$ cat src/rtl/scan_down_counter_pkg.sv
// Shared types and constants for the scan-testable down counter.
package scan_down_counter_pkg;

    localparam int unsigned WIDTH_DEFAULT = 4;

    typedef enum logic [1:0] {
        IDLE = 2'b00,
        RUN  = 2'b01,
        DONE = 2'b10
    } state_e;

endpackage

$ cat src/rtl/scan_dff.sv
// Mux-D scan flop: captures si_i when se_i is high, otherwise d_i.
module scan_dff (
    input  logic clk_i,
    input  logic rst_n_i,
    input  logic d_i,
    input  logic si_i,
    input  logic se_i,
    output logic q_o
);

    // Scan-muxed storage bit with asynchronous clear.
    always_ff @(posedge clk_i or negedge rst_n_i) begin
        if (!rst_n_i) begin
            q_o <= 1'b0;
        end else begin
            q_o <= se_i ? si_i : d_i;
        end
    end

endmodule

$ cat src/rtl/scan_down_counter.sv
// Loadable down counter with one-shot/auto-reload modes and a scan chain on the count bits.
// Scan shifting is only active when SCAN_DOWN_COUNTER_SCAN_EN is defined.
module scan_down_counter
    import scan_down_counter_pkg::*;
#(
    parameter int WIDTH = WIDTH_DEFAULT
) (
    input  logic             clk,
    input  logic             rst_n,
    input  logic             load,
    input  logic [WIDTH-1:0] load_val,
    input  logic             en,
    input  logic             reload_mode,
    input  logic             scan_en,
    input  logic             scan_in,
    output logic [WIDTH-1:0] count,
    output logic             tc,
    output logic             busy,
    output logic             done,
    output logic             scan_out
);

    state_e           state_q, state_d;
    logic [WIDTH-1:0] count_q, count_d;
    logic [WIDTH-1:0] rld_q, rld_d;
    logic [WIDTH-1:0] scan_si_s;
    logic             tc_q, tc_d;
    logic             busy_q, done_q;
    logic             scan_se_s;

    // Bit i shifts in from bit i+1; the MSB takes scan_in, the LSB leaves on scan_out.
    assign scan_si_s = {scan_in, count_q[WIDTH-1:1]};

`ifdef SCAN_DOWN_COUNTER_SCAN_EN
    assign scan_se_s = scan_en;
    assign scan_out  = count_q[0];
`else
    logic unused_scan_en_s;
    assign unused_scan_en_s = scan_en;
    assign scan_se_s        = 1'b0;
    assign scan_out         = 1'b0;
`endif

    // Next-state decode: scan > load > en > hold.
    always_comb begin
        count_d = count_q;
        rld_d   = rld_q;
        state_d = state_q;
        tc_d    = 1'b0;
        if (scan_se_s) begin
            // count bits take the scan path inside scan_dff; everything else holds
            tc_d = 1'b0;
        end else if (load) begin
            count_d = load_val;
            rld_d   = load_val;
            state_d = (load_val != WIDTH'(0)) ? RUN : IDLE;
        end else if ((state_q == RUN) && en) begin
            if (count_q == WIDTH'(1)) begin
                tc_d = 1'b1;
                if (reload_mode) begin
                    count_d = rld_q;
                end else begin
                    count_d = WIDTH'(0);
                    state_d = DONE;
                end
            end else if (count_q != WIDTH'(0)) begin
                count_d = count_q - WIDTH'(1);
            end else begin
                count_d = count_q;
            end
        end else begin
            tc_d = 1'b0;
        end
    end

    // Count register built from scan flops, one per bit.
    for (genvar i = 0; i < WIDTH; i++) begin : g_count_bit
        scan_dff u_bit (
            .clk_i  (clk),
            .rst_n_i(rst_n),
            .d_i    (count_d[i]),
            .si_i   (scan_si_s[i]),
            .se_i   (scan_se_s),
            .q_o    (count_q[i])
        );
    end

    // FSM state, reload value and registered status outputs.
    always_ff @(posedge clk or negedge rst_n) begin
        if (!rst_n) begin
            state_q <= IDLE;
            rld_q   <= '0;
            tc_q    <= 1'b0;
            busy_q  <= 1'b0;
            done_q  <= 1'b0;
        end else begin
            state_q <= state_d;
            rld_q   <= rld_d;
            tc_q    <= tc_d;
            busy_q  <= (state_d == RUN);
            done_q  <= (state_d == DONE);
        end
    end

    assign count = count_q;
    assign tc    = tc_q;
    assign busy  = busy_q;
    assign done  = done_q;

endmodule

$ cat config.mk
export PLATFORM = sky130hd
export DESIGN_NAME = scan_down_counter
export DESIGN_NICKNAME = d
export VERILOG_FILES = /design/src/rtl/scan_down_counter_pkg.sv /design/src/rtl/scan_dff.sv /design/src/rtl/scan_down_counter.sv
export SDC_FILE = /design/constraint.sdc
export NUM_CORES = 1
export LEC_CHECK = 0
export BUFFER_PORTS_ARGS = -buffer_cell sky130_fd_sc_hd__buf_4
export CORE_UTILIZATION = 45
export CTS_CLUSTER_DIAMETER = 120
export DETAILED_ROUTE_END_ITERATION = 8
export PLACE_DENSITY = 0.77
export SYNTH_ARGS = -nofsm -noshare
export SYNTH_HDL_FRONTEND = slang
export SYNTH_HIERARCHICAL = 1
export SYNTH_SLANG_ARGS = --single-unit
export TNS_END_PERCENT = 50
$ cat constraint.sdc
create_clock -name clk -period 1.97 [get_ports clk]
set_input_delay 0.0985 -clock clk [delete_from_list [all_inputs] [get_ports clk]]
set_output_delay 0.0985 -clock clk [all_outputs]
set_load 0.005 [all_outputs]
Word-level counts from Yosys, hierarchy flattened:

Index checks and enable logic that the tools add are counted.

* add/sub/neg operators: 1
* eq/ne operators: 4
* mux-type cells: 13
* reductions and logical operators: 6

Operators with widths (number)
* 2-to-1 mux 4 bit: 5
* 2-to-1 mux 2 bit: 4
* nonzero test 4 bit: 2
* equality test 2 x 1 -> 1 bit (second input constant): 2
* equality test 4 x 1 -> 1 bit (second input constant): 1
* 2-to-1 mux 1 bit: 4
* subtractor 4 x 1 -> 4 bit (second input constant): 1
* nonzero test 3 bit: 1
* equality test 2 bit (second input constant): 1
* AND reduction 2 bit: 1
* nonzero test 2 bit: 1
* logical AND 1 bit: 1

* register bits after elaboration: 13
* output and inout port bits: 8
* logic and storage cells: 33

Depth between registers and ports, before layout:

Gate-level depths: netlist (run 1).

* depth in word-level cells: 5
* mapped depth: 7
* gate-level depth less buffers: 7

By module:

The synthesis (run 1) kept the hierarchy.

By module, submodules not included
* scan_down_counter: times used 1, cells each 73, area an instance 623.1 sq um, seq. area each 225.2 sq um
* scan_dff: times used 4, cells each 2, area an instance 40.0 sq um, seq. area each 25.0 sq um

Least setup slack after synthesis (run 1):

OpenSTA, ideal clock, no wires.

* kind: reg2reg
* from: register g_count_bit[1].u_bit.q_o
* to: register g_count_bit[2].u_bit.q_o
* setup time: 0.125 ns
* data arrival time: 1.561 ns
* data required time: 1.845 ns
* setup slack: 0.284 ns
* cell stages (with the launch flop): 8
* path buffers: 0
* clock period less this slack: 1.686 ns
* cell sequence: dfrtp_1 > inv_1 > ha_1 > or2_1 > a21o_1 > a311oi_1 > a211o_1 > mux2_4

* longest elaborated chain between the ends: 5

RTL lines
* start: declaration: RTL line scan_dff.sv:8 `output logic q_o`
* start signal: assignment: RTL line scan_dff.sv:16 `q_o <= se_i ? si_i : d_i;`
* subtractor 4 x 1 -> 4 bit: RTL line scan_down_counter.sv:67 `count_d = count_q - WIDTH'(1);`
* 2-to-1 mux 4 bit: RTL line scan_down_counter.sv:66 `end else if (count_q != WIDTH'(0)) begin`
* 2-to-1 mux 4 bit *: RTL line scan_down_counter.sv:58 `if (count_q == WIDTH'(1)) begin`
* 2-to-1 mux 4 bit *: RTL line scan_down_counter.sv:57 `end else if ((state_q == RUN) && en) begin`
* 2-to-1 mux 4 bit *: RTL line scan_down_counter.sv:53 `end else if (load) begin`
* net count_d[2]: RTL line scan_down_counter.sv:24 `logic [WIDTH-1:0] count_q, count_d;`
* end signal: assignment: RTL line scan_dff.sv:16
* end: declaration: RTL line scan_dff.sv:8

Mark *: on every way through the listed nets, which the timed path passes. The rest lies on a longest branch. The select of a mux whose other input is x is not followed.
A chain may end at the register's enable or synchronous reset.

Worst setup path after layout (run 1):

Ends and elaborated chain as after synthesis.

==> flow_summary_export.csv, run 1 <==
group,metric,value,unit
timing,setup_viol,0,
synthesis,postSynthAreaPerCell,9.67,um2
die,initial_utilization,50.2,%
power,clkPwrFrac,23.4,%
setup_path,path_class,"reg -> reg",
setup_path,path_delay_family,"compound AO/OA/AOI/OAI gates",
synthesis,synthDominantCellAreaShare,41.5,%
setup_path,cpPeakStageDelay,430,ps
layout,final_cells,118,
setup_path,path_cells,"inv_1 -> ha_2 -> or2_1 -> a21o_1 -> a311oi_1 -> a211o_1 -> mux2_4",
layout,regArea,325,um2
synthesis,yosys_warnings,6,
cts,root_buffer,"clkbuf_4",
cts,cts.sinks,13,
cts,cts.path.max_buffers,2,
die,row_count,14,
synthesis,syn-cell-area,783,um2
timing,layout_min_cycle_time,1820,ps
setup_path,critPathRequiredTime,2130,ps
setup_path,critPathSlowestCell,"dfrtp_1",
global_routing,grt_max_degree,19,
layout,nFillCells,142,
setup_path,path_max_fanout,6,
synthesis,ys_seq_area_share,41.5,%
layout,mostFrequentLayoutCell,"buf_4",
global_routing,overflow,0,
detailed_routing,vias,641,
timing,rsz0062_at_grt,"false",
layout,final_net_count,117,
timing,skew,1.82,ps
timing,timing.setup.tns,0,ps
power,p_int,477,uW
cts,cts_buffers,3,
cts,cts_tree,"done",
power,power_frac_comb,29.2,%
setup_path,endpoint_kind,"flip-flop",
global_routing,antenna_found_initial,0,
place,port_buffers,16,
die,dieWidth,43.7,um
timing,hold_viol,0,
global_routing,grt.total_usage,19.0,%
layout,multiInputGateArea,423,um2
power,powerDensity,721,mW/mm2
detailed_routing,viasPerCell,5.43,
power,vdd_ir_drop_max,0.349,mV
place,gp_congestion,0.832,
setup_path,path_buf_inv,1,
timing,max_freq,0.550,GHz
die,dieArea,0.00191,mm2
synthesis,synthCells,81,
layout,n_antenna_cell,0,
power,p_sw,208,uW
die,ios,19,
global_routing,grt_pass1_wl,2.62,mm
detailed_routing,drt-total-wl,1.56,mm
outcome,status,"finished, final reports clean",
layout,area_growth,21.4,%
die,core_area,0.00156,mm2
detailed_routing,first_pass_iters,5,
setup_path,cp.arrival,1980,ps
synthesis,synth_top_cell_by_area,"dfrtp_1",
global_routing,grt_pass1_vias,586,
detailed_routing,wl_per_cell,13.2,um
layout,drive_gt1_share,24.5,%
power,swShare,30.3,%
power,p_leak,0.470,nW
place,placedCellCount,113,
cts,htree_levels,1,
detailed_routing,drtIter0Drc,17,
hold_path,hold_path.class,"in -> reg",
detailed_routing,postRouteAntennaNets,0,
timing,fin_ws,151,ps
synthesis,synth-seq-cells,13,
synthesis,synth_area_leaders,"dfrtp_1 (42%), mux2_4 (7.7%), ha_1 (4.8%), nor2_1 (3.8%), inv_1 (3.4%)",
setup_path,ff2ff_setup_slack,150,ps
cts,post-cts-setup-buffer-count,0,
die,die_h,43.7,um
timing,drv_slew,0,
detailed_routing,remaining_drc_errors,0,
cts,clkSlewWorstSetupHoldPaths,80,ps
cts,clkLatencyLatePin,270,ps
setup_path,cp-start-kind,"flip-flop",
place,dp_hpwl,1.16,mm
layout,layout_common_cells,"buf_4 (16), dfrtp_1 (13), nor2_1 (8)",
power,p_seq_share,47.4,%
run,drv_cap,0,
timing,min_period_over_period,92.3,%
place,dp_slack,118,ps
synthesis,synth_cell_types,32,
==> flip-flops by register name (all words and copies together) (netlist names) <==
name	cells
busy	1
done	1
state_q	2
g_count_bit.u_bit/q_o	4
tc	1
rld_q	4
==> power by group through the flow <==
stage | registers [mW] | clock network [mW] | logic (mW)
3_3_place_gp | 0.328 | 0 | 0.191
4_1_cts | 0.325 | 0.169 | 0.200
5_1_grt | 0.331 | 0.181 | 0.223
2_1_floorplan | 0.323 | 0 | 0.133
6_report | 0.325 | 0.160 | 0.200
3_5_place_dp | 0.331 | 0 | 0.198
==> cell usage after synthesis <==
master and number:
o21ai_0 2, o31ai_1 1, mux2_1 2, or2_1 1
o41ai_1 2, and2_1 1, o21a_1 2, ha_1 3
nand2_1 6, conb_1 1, dfrtp_1 13, and4bb_1 1
a311o_1 1, inv_1 7, a21o_1 1, nor3_1 2
and3b_1 1, mux2_4 4, a311oi_1 1, nor2_1 8
o211ai_1 1, clkbuf_1 2, a211o_1 1, mux2i_1 1
o21ai_1 3, nand2b_1 1, nand3_1 2, a21oi_1 5
and4b_4 1, buf_6 1, nor2b_1 2, buf_4 1
==> what timing repair did <==
action | CTS | global route
endpoints found under the hold margin | 13 | 0
setup endpoints to repair | 0 | 1
hold buffers | 1 | 0
resized for setup | 0 | 1
==> metrics by stage <==
| step | utilization (%) | area (um2) | power (mW) | hold WS, ps |
|---|---|---|---|---|
| finish | 61.0 | 951 | 0.685 | 62.6 |
| global route | 61.0 | 951 | 0.735 | 64.8 |
| CTS | 60.8 | 948 | 0.694 | 53.8 |
| detailed placement | 58.5 | 912 | 0.528 | -48.4 |
| global placement | 58.5 | 912 | 0.519 | -45.5 |
| floorplan | - | 798 | 0.457 | -197 |
==> cells by family after synthesis <==
group / share of synthesized area (%)
AOI/OAI and AO/OA: 16.9
adders and majority gates: 4.79
buffers and inverters: 6.71
DFF: 41.5
muxes: 11.8
other: 0.479
and+or+nand+nor: 17.7
==> cell type report <==
cell class / instances / share of cell area (%)
tap: 16 / 2.11
sequential: 13 / 34.2
clock buffer: 4 / 2.76
multi-input combinational: 61 / 44.5
timing repair buffer: 17 / 13.7
inverter: 7 / 2.76
==> metal layers <==
layer  GRT usage [%]  share of wire, %
met2            30.7                50
met1            24.9                43
met4            9.38              0.58
met5               0                 0
met3            2.50               6.5
==> final timing paths <==
kind / from / endpoint / cells after the start
max: g_count_bit[1].u_bit/q_o / g_count_bit[2].u_bit/q_o / 7
min: load_val[1] / rld_q[1] / 2
max reg2reg: g_count_bit[1].u_bit/q_o / g_count_bit[2].u_bit/q_o / 7
min reg2reg: rld_q[1] / rld_q[1] / 1
max in group asynchronous: rst_n / rld_q[1] / 2
min in group asynchronous: rst_n / g_count_bit[0].u_bit/q_o / 2
Note: power is estimated with default switching activity, not from simulation.
==> run 2, diff against run 1 <==
Settings changed: ABC_AREA set to 1, CTS_BUF_LIST set to sky130_fd_sc_hd__clkbuf_2, GPL_ROUTABILITY_DRIVEN set to 0, PLACE_DENSITY 0.77 to 0.76.
==> run 2 against run 1 <==
  * First-iteration DRC count down 29%
  * Sequential power down 5%
  * Count of clock-buffer cells in the layout did not move
==> flow_summary_export.csv, run 2 <==
group,metric,value,unit
outcome,status,"finished, final reports clean",
timing,hold_viol,0,
synthesis,synth_cell_types,17,
cts,cts_buffers,3,
die,initial_utilization,48.0,%
power,vdd_ir_drop_max,0.377,mV
detailed_routing,postRouteAntennaNets,0,
cts,root_buffer,"clkbuf_2",
global_routing,grt_pass1_vias,659,
layout,mostFrequentLayoutCell,"nand2_1",
global_routing,grt_pass1_wl,2.82,mm
die,ios,19,
timing,timing.setup.tns,0,ps
global_routing,grt.total_usage,19.4,%
detailed_routing,wl_per_cell,9.40,um
power,p_seq_share,48.0,%
timing,skew,5.68,ps
setup_path,critPathRequiredTime,2140,ps
synthesis,synth_area_leaders,"dfrtp_1 (39%), nand2_1 (25%), inv_1 (9.5%), nand3_1 (7.2%), ha_1 (4.5%)",
place,placedCellCount,169,
cts,cts.path.max_buffers,2,
detailed_routing,vias,782,
synthesis,synthDominantCellAreaShare,39.2,%
timing,max_freq,0.635,GHz
detailed_routing,first_pass_iters,4,
detailed_routing,drtIter0Drc,12,
cts,cts.sinks,13,
setup_path,endpoint_kind,"flip-flop",
detailed_routing,remaining_drc_errors,0,
detailed_routing,drt-total-wl,1.64,mm
cts,clkSlewWorstSetupHoldPaths,120,ps
layout,area_growth,23.7,%
layout,multiInputGateArea,440,um2
global_routing,grt_max_degree,14,
die,row_count,15,
die,dieWidth,44.9,um
place,dp_hpwl,1.30,mm
power,p_leak,0.627,nW
synthesis,synth-edff-count,0,
timing,rsz0062_at_grt,"false",
timing,drv_slew,0,
timing,setup_viol,0,
die,core_area,0.00173,mm2
timing,layout_min_cycle_time,1570,ps
layout,drive_gt1_share,17.4,%
power,power.total,643,uW
setup_path,cp.arrival,1750,ps
cts,cts_tree,"done",
power,clkPwrFrac,21.2,%
cts,ctsResizeCount,0,
setup_path,cp-start-kind,"flip-flop",
setup_path,path_class,"reg -> reg",
detailed_routing,viasPerCell,4.49,
layout,nFillCells,173,
layout,layout_common_cells,"nand2_1 (55), inv_1 (21), buf_4 (16)",
synthesis,synthFlopType,"dfrtp_1",
place,port_buffers,16,
synthesis,syn-cell-area,830,um2
synthesis,synthCells,122,
power,p_int,424,uW
power,power_frac_comb,30.7,%
layout,final_net_count,164,
layout,regArea,325,um2
die,die_h,44.9,um
synthesis,synthArstFlopShare,100,%
synthesis,postSynthAreaPerCell,6.80,um2
synthesis,synth-seq-cells,13,
synthesis,yosys_warnings,6,
cts,clkLatencyLatePin,260,ps
layout,n_antenna_cell,0,
synthesis,yosysMostFrequentCell,"nand2_1",
layout,final_cells,174,
layout,largestRegisters,"g_count_bit.u_bit/q_o: 4 flops, rld_q: 4 flops, state_q: 2 flops",
global_routing,antenna_found_initial,0,
synthesis,synth_top_cell_by_area,"dfrtp_1",
power,swShare,34.1,%
synthesis,synthTopCellsByCount,"nand2_1 (55), inv_1 (21), dfrtp_1 (13)",
power,p_sw,219,uW
die,dieArea,0.00202,mm2
global_routing,overflow,0,
hold_path,hold_path.class,"in -> reg",
power,powerDensity,627,mW/mm2
cts,htree_levels,1,
setup_path,path_max_fanout,7,
synthesis,ys_seq_area_share,39.2,%
run,drv_cap,0,
timing,min_period_over_period,79.9,%
## run 2: repair_timing
item,CTS,global route
buffers inserted,0,0
endpoints found under the hold margin,13,0
hold buffers,1,0
## run 2: cell families (layout without fill, tap and decap cells)
kind of cell,after synthesis,count (layout),share of synthesized area (%)
adders and majority gates,3,3,4.53
DFF,13,13,39.2
buffers and inverters,23,42,11.3
and+or+nand+nor,79,79,42.7
AOI/OAI and AO/OA,3,3,1.81
other,1,9,0.452
## run 2: worst paths after layout
kind,startpoint,end,slack (ps),depth (start not counted)
min in group asynchronous,rst_n,tc,200,2
min reg2reg,rld_q[0],rld_q[0],490,2
max in group asynchronous,rst_n,g_count_bit[0].u_bit/q_o,1600,2
min,load_val[3],rld_q[3],60,3
max reg2reg,g_count_bit[1].u_bit/q_o,g_count_bit[3].u_bit/q_o,400,9
max,g_count_bit[1].u_bit/q_o,g_count_bit[3].u_bit/q_o,400,9
## run 2: metrics by stage
| stage | instance area, um2 | hold WS (ps) | worst slack (ps) | utilization, % |
|---|---|---|---|---|
| global route | 1030 | 29.1 | 251 | 59.4 |
| finish | 1030 | 60.5 | 396 | 59.4 |
| global placement | 996 | -46.2 | 444 | 57.7 |
| floorplan | 860 | -197 | 589 | - |
| CTS | 1030 | 41.1 | 402 | 59.4 |
| detailed placement | 996 | -45.5 | 409 | 57.7 |
## run 2: layout make-up
type / count / share of cell area, %
Inverter: 21 / 7.68
Tap cell: 25 / 3.05
Sequential cell: 13 / 31.7
Multi-Input combinational cell: 94 / 42.9
Clock buffer: 4 / 1.95
Timing Repair Buffer: 17 / 12.7
## run 2: power groups by stage
stage / Clock (mW) / Combinational, mW / Sequential (mW)
floorplan: 0 / 0.133 / 0.312
global placement: 0 / 0.190 / 0.313
detailed placement: 0 / 0.197 / 0.315
CTS: 0.143 / 0.199 / 0.309
global route: 0.161 / 0.227 / 0.313
finish: 0.137 / 0.198 / 0.309
## run 2: critical path, cell delays in order (launching register included)
cell and delay (ps):
dfrtp_1 420, inv_1 190, ha_1 370, o21ai_1 140, nand3_1 100, nand2_1 50
nand2_1 70, nand2_1 50, nand2_1 60, nand2_1 40
## run 2: routing by layer
layer	global-route usage (%)	vias to the layer above	wire length, um
li1	-	410	-
met2	29.6	19	798
met1	27.0	351	767
met3	4.00	2	59
met4	7.27	0	10
met5	0	-	0
